### src/rtl/divider.sv
// RV32M iterative divider: DIV/DIVU/REM/REMU via restoring radix-2, one bit per clock.
// Divide-by-zero and signed overflow complete in a single cycle without iterating.
module divider (
  input  logic        i_clk,
  input  logic        i_rst,
  input  logic        i_start,
  input  logic        i_kill,
  input  logic [31:0] i_in_a,
  input  logic [31:0] i_in_b,
  input  logic [2:0]  i_funct3,
  output logic        o_busy,
  output logic        o_valid,
  output logic [31:0] o_div_out
);

  localparam logic [1:0] S_IDLE = 2'd0;
  localparam logic [1:0] S_CALC = 2'd1;
  localparam logic [1:0] S_DONE = 2'd2;

  function automatic logic [31:0] magnitude(input logic signed [31:0] v, input logic is_signed);
    if (is_signed && v < 0) return 32'(-v);
    return 32'(v);
  endfunction

  function automatic logic [31:0] apply_sign(input logic [31:0] v, input logic neg);
    return neg ? (~v + 32'd1) : v;
  endfunction

  logic [1:0]  state_q, state_d;
  logic [5:0]  cnt_q, cnt_d;
  logic [32:0] rem_q, rem_d;
  logic [31:0] quo_q, quo_d;
  logic [31:0] dvsr_q, dvsr_d;
  logic        negq_q, negq_d;
  logic        negr_q, negr_d;
  logic        isrem_q, isrem_d;
  logic [31:0] out_q, out_d;

  logic signed [31:0] a_s, b_s;
  logic        op_signed, op_rem, accept;
  logic [33:0] shifted, diff;
  logic        ge;
  logic [32:0] rem_next;
  logic [31:0] quo_next;
  logic        unused_funct3;

  assign a_s           = i_in_a;
  assign b_s           = i_in_b;
  assign op_signed     = ~i_funct3[0];
  assign op_rem        = i_funct3[1];
  assign unused_funct3 = i_funct3[2];
  assign accept        = i_start && !i_kill && (state_q == S_IDLE || state_q == S_DONE);

  // One restoring step: shift {rem, quo} left, trial-subtract, keep if non-negative.
  assign shifted  = {rem_q, quo_q[31]};
  assign diff     = shifted - {2'b00, dvsr_q};
  assign ge       = ~diff[33];
  assign rem_next = ge ? diff[32:0] : shifted[32:0];
  assign quo_next = {quo_q[30:0], ge};

  always_comb begin
    state_d = state_q;
    cnt_d   = cnt_q;
    rem_d   = rem_q;
    quo_d   = quo_q;
    dvsr_d  = dvsr_q;
    negq_d  = negq_q;
    negr_d  = negr_q;
    isrem_d = isrem_q;
    out_d   = out_q;
    if (i_kill) begin
      state_d = S_IDLE;
    end else if (accept) begin
      if (i_in_b == 32'd0) begin
        state_d = S_DONE;
        out_d   = op_rem ? i_in_a : 32'hFFFF_FFFF;
      end else if (op_signed && i_in_a == 32'h8000_0000 && i_in_b == 32'hFFFF_FFFF) begin
        state_d = S_DONE;
        out_d   = op_rem ? 32'h0000_0000 : 32'h8000_0000;
      end else begin
        state_d = S_CALC;
        cnt_d   = 6'd0;
        rem_d   = 33'd0;
        quo_d   = magnitude(a_s, op_signed);
        dvsr_d  = magnitude(b_s, op_signed);
        negq_d  = op_signed & (i_in_a[31] ^ i_in_b[31]);
        negr_d  = op_signed & i_in_a[31];
        isrem_d = op_rem;
      end
    end else begin
      case (state_q)
        S_CALC: begin
          rem_d = rem_next;
          quo_d = quo_next;
          cnt_d = cnt_q + 6'd1;
          if (cnt_q == 6'd31) begin
            state_d = S_DONE;
            out_d   = isrem_q ? apply_sign(rem_next[31:0], negr_q)
                              : apply_sign(quo_next, negq_q);
          end
        end
        default: state_d = S_IDLE;
      endcase
    end
  end

  always_ff @(posedge i_clk or posedge i_rst) begin
    if (i_rst) begin
      state_q <= S_IDLE;
      cnt_q   <= 6'd0;
      rem_q   <= 33'd0;
      quo_q   <= 32'd0;
      dvsr_q  <= 32'd0;
      negq_q  <= 1'b0;
      negr_q  <= 1'b0;
      isrem_q <= 1'b0;
      out_q   <= 32'd0;
    end else begin
      state_q <= state_d;
      cnt_q   <= cnt_d;
      rem_q   <= rem_d;
      quo_q   <= quo_d;
      dvsr_q  <= dvsr_d;
      negq_q  <= negq_d;
      negr_q  <= negr_d;
      isrem_q <= isrem_d;
      out_q   <= out_d;
    end
  end

  assign o_busy    = (state_q == S_CALC);
  assign o_valid   = (state_q == S_DONE);
  assign o_div_out = out_q;

endmodule

### config.mk
export PLATFORM = sky130hd
export DESIGN_NAME = divider
export DESIGN_NICKNAME = d
export VERILOG_FILES = /design/src/rtl/divider.sv
export SDC_FILE = /design/constraint.sdc
export NUM_CORES = 1
export LEC_CHECK = 0
export BUFFER_PORTS_ARGS = -buffer_cell sky130_fd_sc_hd__buf_2
export CAP_MARGIN = 15
export CORE_ASPECT_RATIO = 1.75
export CORE_UTILIZATION = 56
export DETAILED_ROUTE_END_ITERATION = 12
export PLACE_DENSITY = 0.9
export SYNTH_ARGS = -nofsm -noshare
export SYNTH_HDL_FRONTEND = slang
export SYNTH_SLANG_ARGS = --single-unit
### constraint.sdc
create_clock -name i_clk -period 4.9 [get_ports i_clk]
set_input_delay 0.735 -clock i_clk [delete_from_list [all_inputs] [get_ports i_clk]]
set_output_delay 0.735 -clock i_clk [all_outputs]
set_load 0.01 [all_outputs]
==> results.yml <==
cts:
  cts_tree: "yes"
  clock_sinks: 140
  cts_max_path_buffers: 2
  htree_num_levels: 4
  total_cts_buffers: 17
  clock-root-buffer: "sky130_fd_sc_hd__clkbuf_16"
  cts.reportedPaths.clkPinSlew_ns: 0.07
  clk_latency_worst_skew_pair_ns: 0.44
placement:
  dpl_cell_area_um2: 12500
  buffer_ports.inserted: 103
  placed_cells: 1781
  place_ws_ns: 0.164
  globalplace.congestion: 0.952
  place_hpwl_um: 26800
floorplanning:
  io-pin-count: 105
  initial_core_utilization: 0.570
  core_region_area_um2: 20900
  fp.dieW_um: 112
  floorplan.die.height_um: 195
  placementRows: 70
  floorplan.die_area_um2: 21900
synth:
  ys_seq_elements: 140
  gate_count_post_synth: 1486
  synthAdderAreaFrac: 0.0415
  fraction_of_the_mapped_netlist_area_in_compound_gates: 0.252
  synth-edff-count: 0
  netlist.area_leader.share: 0.293
  synth_area_in_xor_xnor: 0.101
  largest_family_of_logic_cells_by_synthesized_area: "compound AO/OA/AOI/OAI gates"
  ys_types: 94
  ys_seq_area_frac: 0.293
  synth_area_um2: 11900
  synth_top_cell_by_area: "sky130_fd_sc_hd__dfrtp_1"
  post_synth_and_or_nand_nor_area_fraction: 0.217
  async_reset_ff_frac: 1.00
  synth.avg_cell_area_um2: 8.04
  synth.top_cells.by_area: "sky130_fd_sc_hd__dfrtp_1 (29%), sky130_fd_sc_hd__xnor2_1 (7.1%), sky130_fd_sc_hd__o21ai_0 (5.1%), sky130_fd_sc_hd__nor2_1 (4.4%), sky130_fd_sc_hd__nand2_1 (4.3%)"
  postSynthNetCount: 1596
  synth.area.mux_share: 0.0352
  synth_top_flop_cell: "sky130_fd_sc_hd__dfrtp_1"
  yosysWarnings: 0
detailed_routing:
  number_of_vias_per_cell_after_detailed_routing: 6.71
  dr_total_vias: 12200
  dr.first_iter.drc_count: 1513
  first_pass_iters: 7
  detail_route.drc_violations: 0
  post_drt_wl_per_cell_um: 20.1
  finalWirelength_um: 36500
  postRouteAntennaNets: 0
worst_setup_path:
  worst-setup-path-type: "flop to flop"
  critical_path_start_type: "flop"
  cpPeakStageDelay_ns: 0.47
  crit_path_top_delay_cell: "sky130_fd_sc_hd__dfrtp_1"
  worstPathCellList: "ha_2 > nand4_1 > nor3_2 > o211ai_1 > and3_1 > nor2_1 > o21a_4 > inv_1 > a21oi_1 > ha_1 > inv_1 > or2_2 > nor4_4 > o221ai_2 > o31ai_2 > xnor2_1 > o211ai_1"
  worstPathMaxFanout: 9
  worstSetupEndpointType: "flop"
  cp_data_required_time_ns: 5.20
  worst-endpoint-arrival_ns: 4.95
sta:
  timing.slew.headroom: 0.272
  timing.final.max_slew_violations: 0
  finalWorstPathRequiredPeriod_ns: 4.65
  fmax_mhz: 215
  post-route-worst-setup-slack_ns: 0.248
  min_period_over_period: 0.949
  finalSetupViolations: 0
  final_hold_viol_count: 0
  skew_ns: 0.0148
  setup_repair_after_global_routing_missed_its_margin: "false"
  fin_tns_setup_ns: 0
  worst_pin_slew_ns: 1.09
status:
  outcome: "completed"
power_and_ir_drop:
  irDropWorstVdd_uv: 268
  power.density_cell_area_nw_per_um2: 330
  cellLeakagePower_uw: 0.00576
cells_and_area:
  final_util: 0.634
  fin_area_um2: 13300
  area_growth_syn_to_layout_pct: 11.1
  layout_common_cells: "sky130_fd_sc_hd__nor2_1 (140), sky130_fd_sc_hd__dfrtp_1 (140), sky130_fd_sc_hd__nand2_1 (137), sky130_fd_sc_hd__o21ai_0 (121), sky130_fd_sc_hd__buf_2 (103)"
  finalNonFillerCells: 1814
  nets: 1659
  layout_cell_share_with_drive_strength_beyond_1: 0.139
  antenna_cells_inserted: 0
global_routing:
  gr-usage-all-layers: 0.334
  pin_count_of_the_biggest_net_entering_global_routing: 112
  grt_antenna_before_repair: 0
  grt_pass1_vias: 11600
  grt-ovfl-total: 0
  grt_pass1_wl_um: 58000
worst_hold_path:
  worst_hold_path_type: "flop to flop"
run:
  max_cap_viol_count: 0
layout make-up:
class	instances	area, um2
tap	252	315
sequential	140	3500
multi-input combinational	1196	7750
clock inverter	13	236
timing repair buffer	136	788
fill	1730	7670
clock buffer	19	443
inverter	58	223
per-stage QoR:
step                      hold slack, ns  total power, uW
after CTS                          0.479             4320
final                              0.481             4370
after detailed placement           0.471             2800
after global routing               0.520             4550
after global placement             0.465             2760
after floorplan                    0.442             2470
where the power goes:
part           internal (uW)  switching (uW)
sequential              1280             126
combinational            539             893
clock                    974             557
Yosys cell counts (16+ instances only):
master	number
sky130_fd_sc_hd__dfrtp_1	140
sky130_fd_sc_hd__nor2_1	140
sky130_fd_sc_hd__nand2_1	137
sky130_fd_sc_hd__o21ai_0	121
sky130_fd_sc_hd__a21oi_1	100
sky130_fd_sc_hd__xnor2_1	97
sky130_fd_sc_hd__nor3_1	70
sky130_fd_sc_hd__inv_1	56
sky130_fd_sc_hd__clkbuf_1	45
sky130_fd_sc_hd__xor2_1	41
sky130_fd_sc_hd__ha_1	38
sky130_fd_sc_hd__a221o_1	33
sky130_fd_sc_hd__mux2i_1	33
sky130_fd_sc_hd__nand3_1	30
sky130_fd_sc_hd__buf_2	26
sky130_fd_sc_hd__nand2b_1	25
sky130_fd_sc_hd__o31ai_1	24
sky130_fd_sc_hd__a31oi_1	23
sky130_fd_sc_hd__nor4_1	22
sky130_fd_sc_hd__o211ai_1	21
sky130_fd_sc_hd__nand4_1	18
sky130_fd_sc_hd__or3_1	18
sky130_fd_sc_hd__o41ai_1	16
critical path: cells and delay by family, from the launching register on:
| family | cells | cell delay, ns |
|---|---|---|
| simple gates | 6 | 1.60 |
| flops | 1 | 0.47 |
| xor+xnor | 1 | 0.16 |
| fa+ha+maj | 2 | 0.67 |
| buf+inv | 2 | 0.20 |
| compound gates | 6 | 1.40 |
what timing repair did:
action                     in CTS  in global routing
buffers inserted                0                  0
hold buffers                    0                  0
setup endpoints to repair       0                  7
gates resized for setup         0                  6
layer usage:
metal / vias to the layer above / GRT usage / wire length [um]
met5: - / 0 / 0
met4: 0 / 0.253 / 2450
met3: 177 / 0.0497 / 2580
met2: 727 / 0.573 / 18200
met1: 5705 / 0.371 / 13200
li1: 5567 / - / -
state kept, by name (all words and copies together) (netlist names):
signal and count:
state_q 2, isrem_q 1, o_div_out 32, rem_q 33
dvsr_q 32, quo_q 32, cnt_q 6, negq_q 1
negr_q 1
logic make-up (layout without fill, tap and decap cells):
| logic type | count (synthesis) | after routing |
|---|---|---|
| compound gates | 448 | 448 |
| xor+xnor | 138 | 138 |
| fa+ha+maj | 39 | 39 |
| buf+inv | 150 | 226 |
| flops | 140 | 140 |
| mux | 41 | 41 |
| simple gates | 530 | 530 |
path summary, 6_finish.rpt:
kind | start | to | slack (ns) | cells past startpoint
max reg2reg | rem_q[9] | o_div_out[30] | 0.25 | 17
min reg2reg | cnt_q[5] | cnt_q[5] | 0.48 | 1
min in group asynchronous | i_rst | o_div_out[30] | 0.50 | 2
max in group asynchronous | i_rst | o_div_out[6] | 3.36 | 3
min | cnt_q[5] | cnt_q[5] | 0.48 | 1
max | rem_q[9] | o_div_out[30] | 0.25 | 17
(Power assumes the default switching activity.)
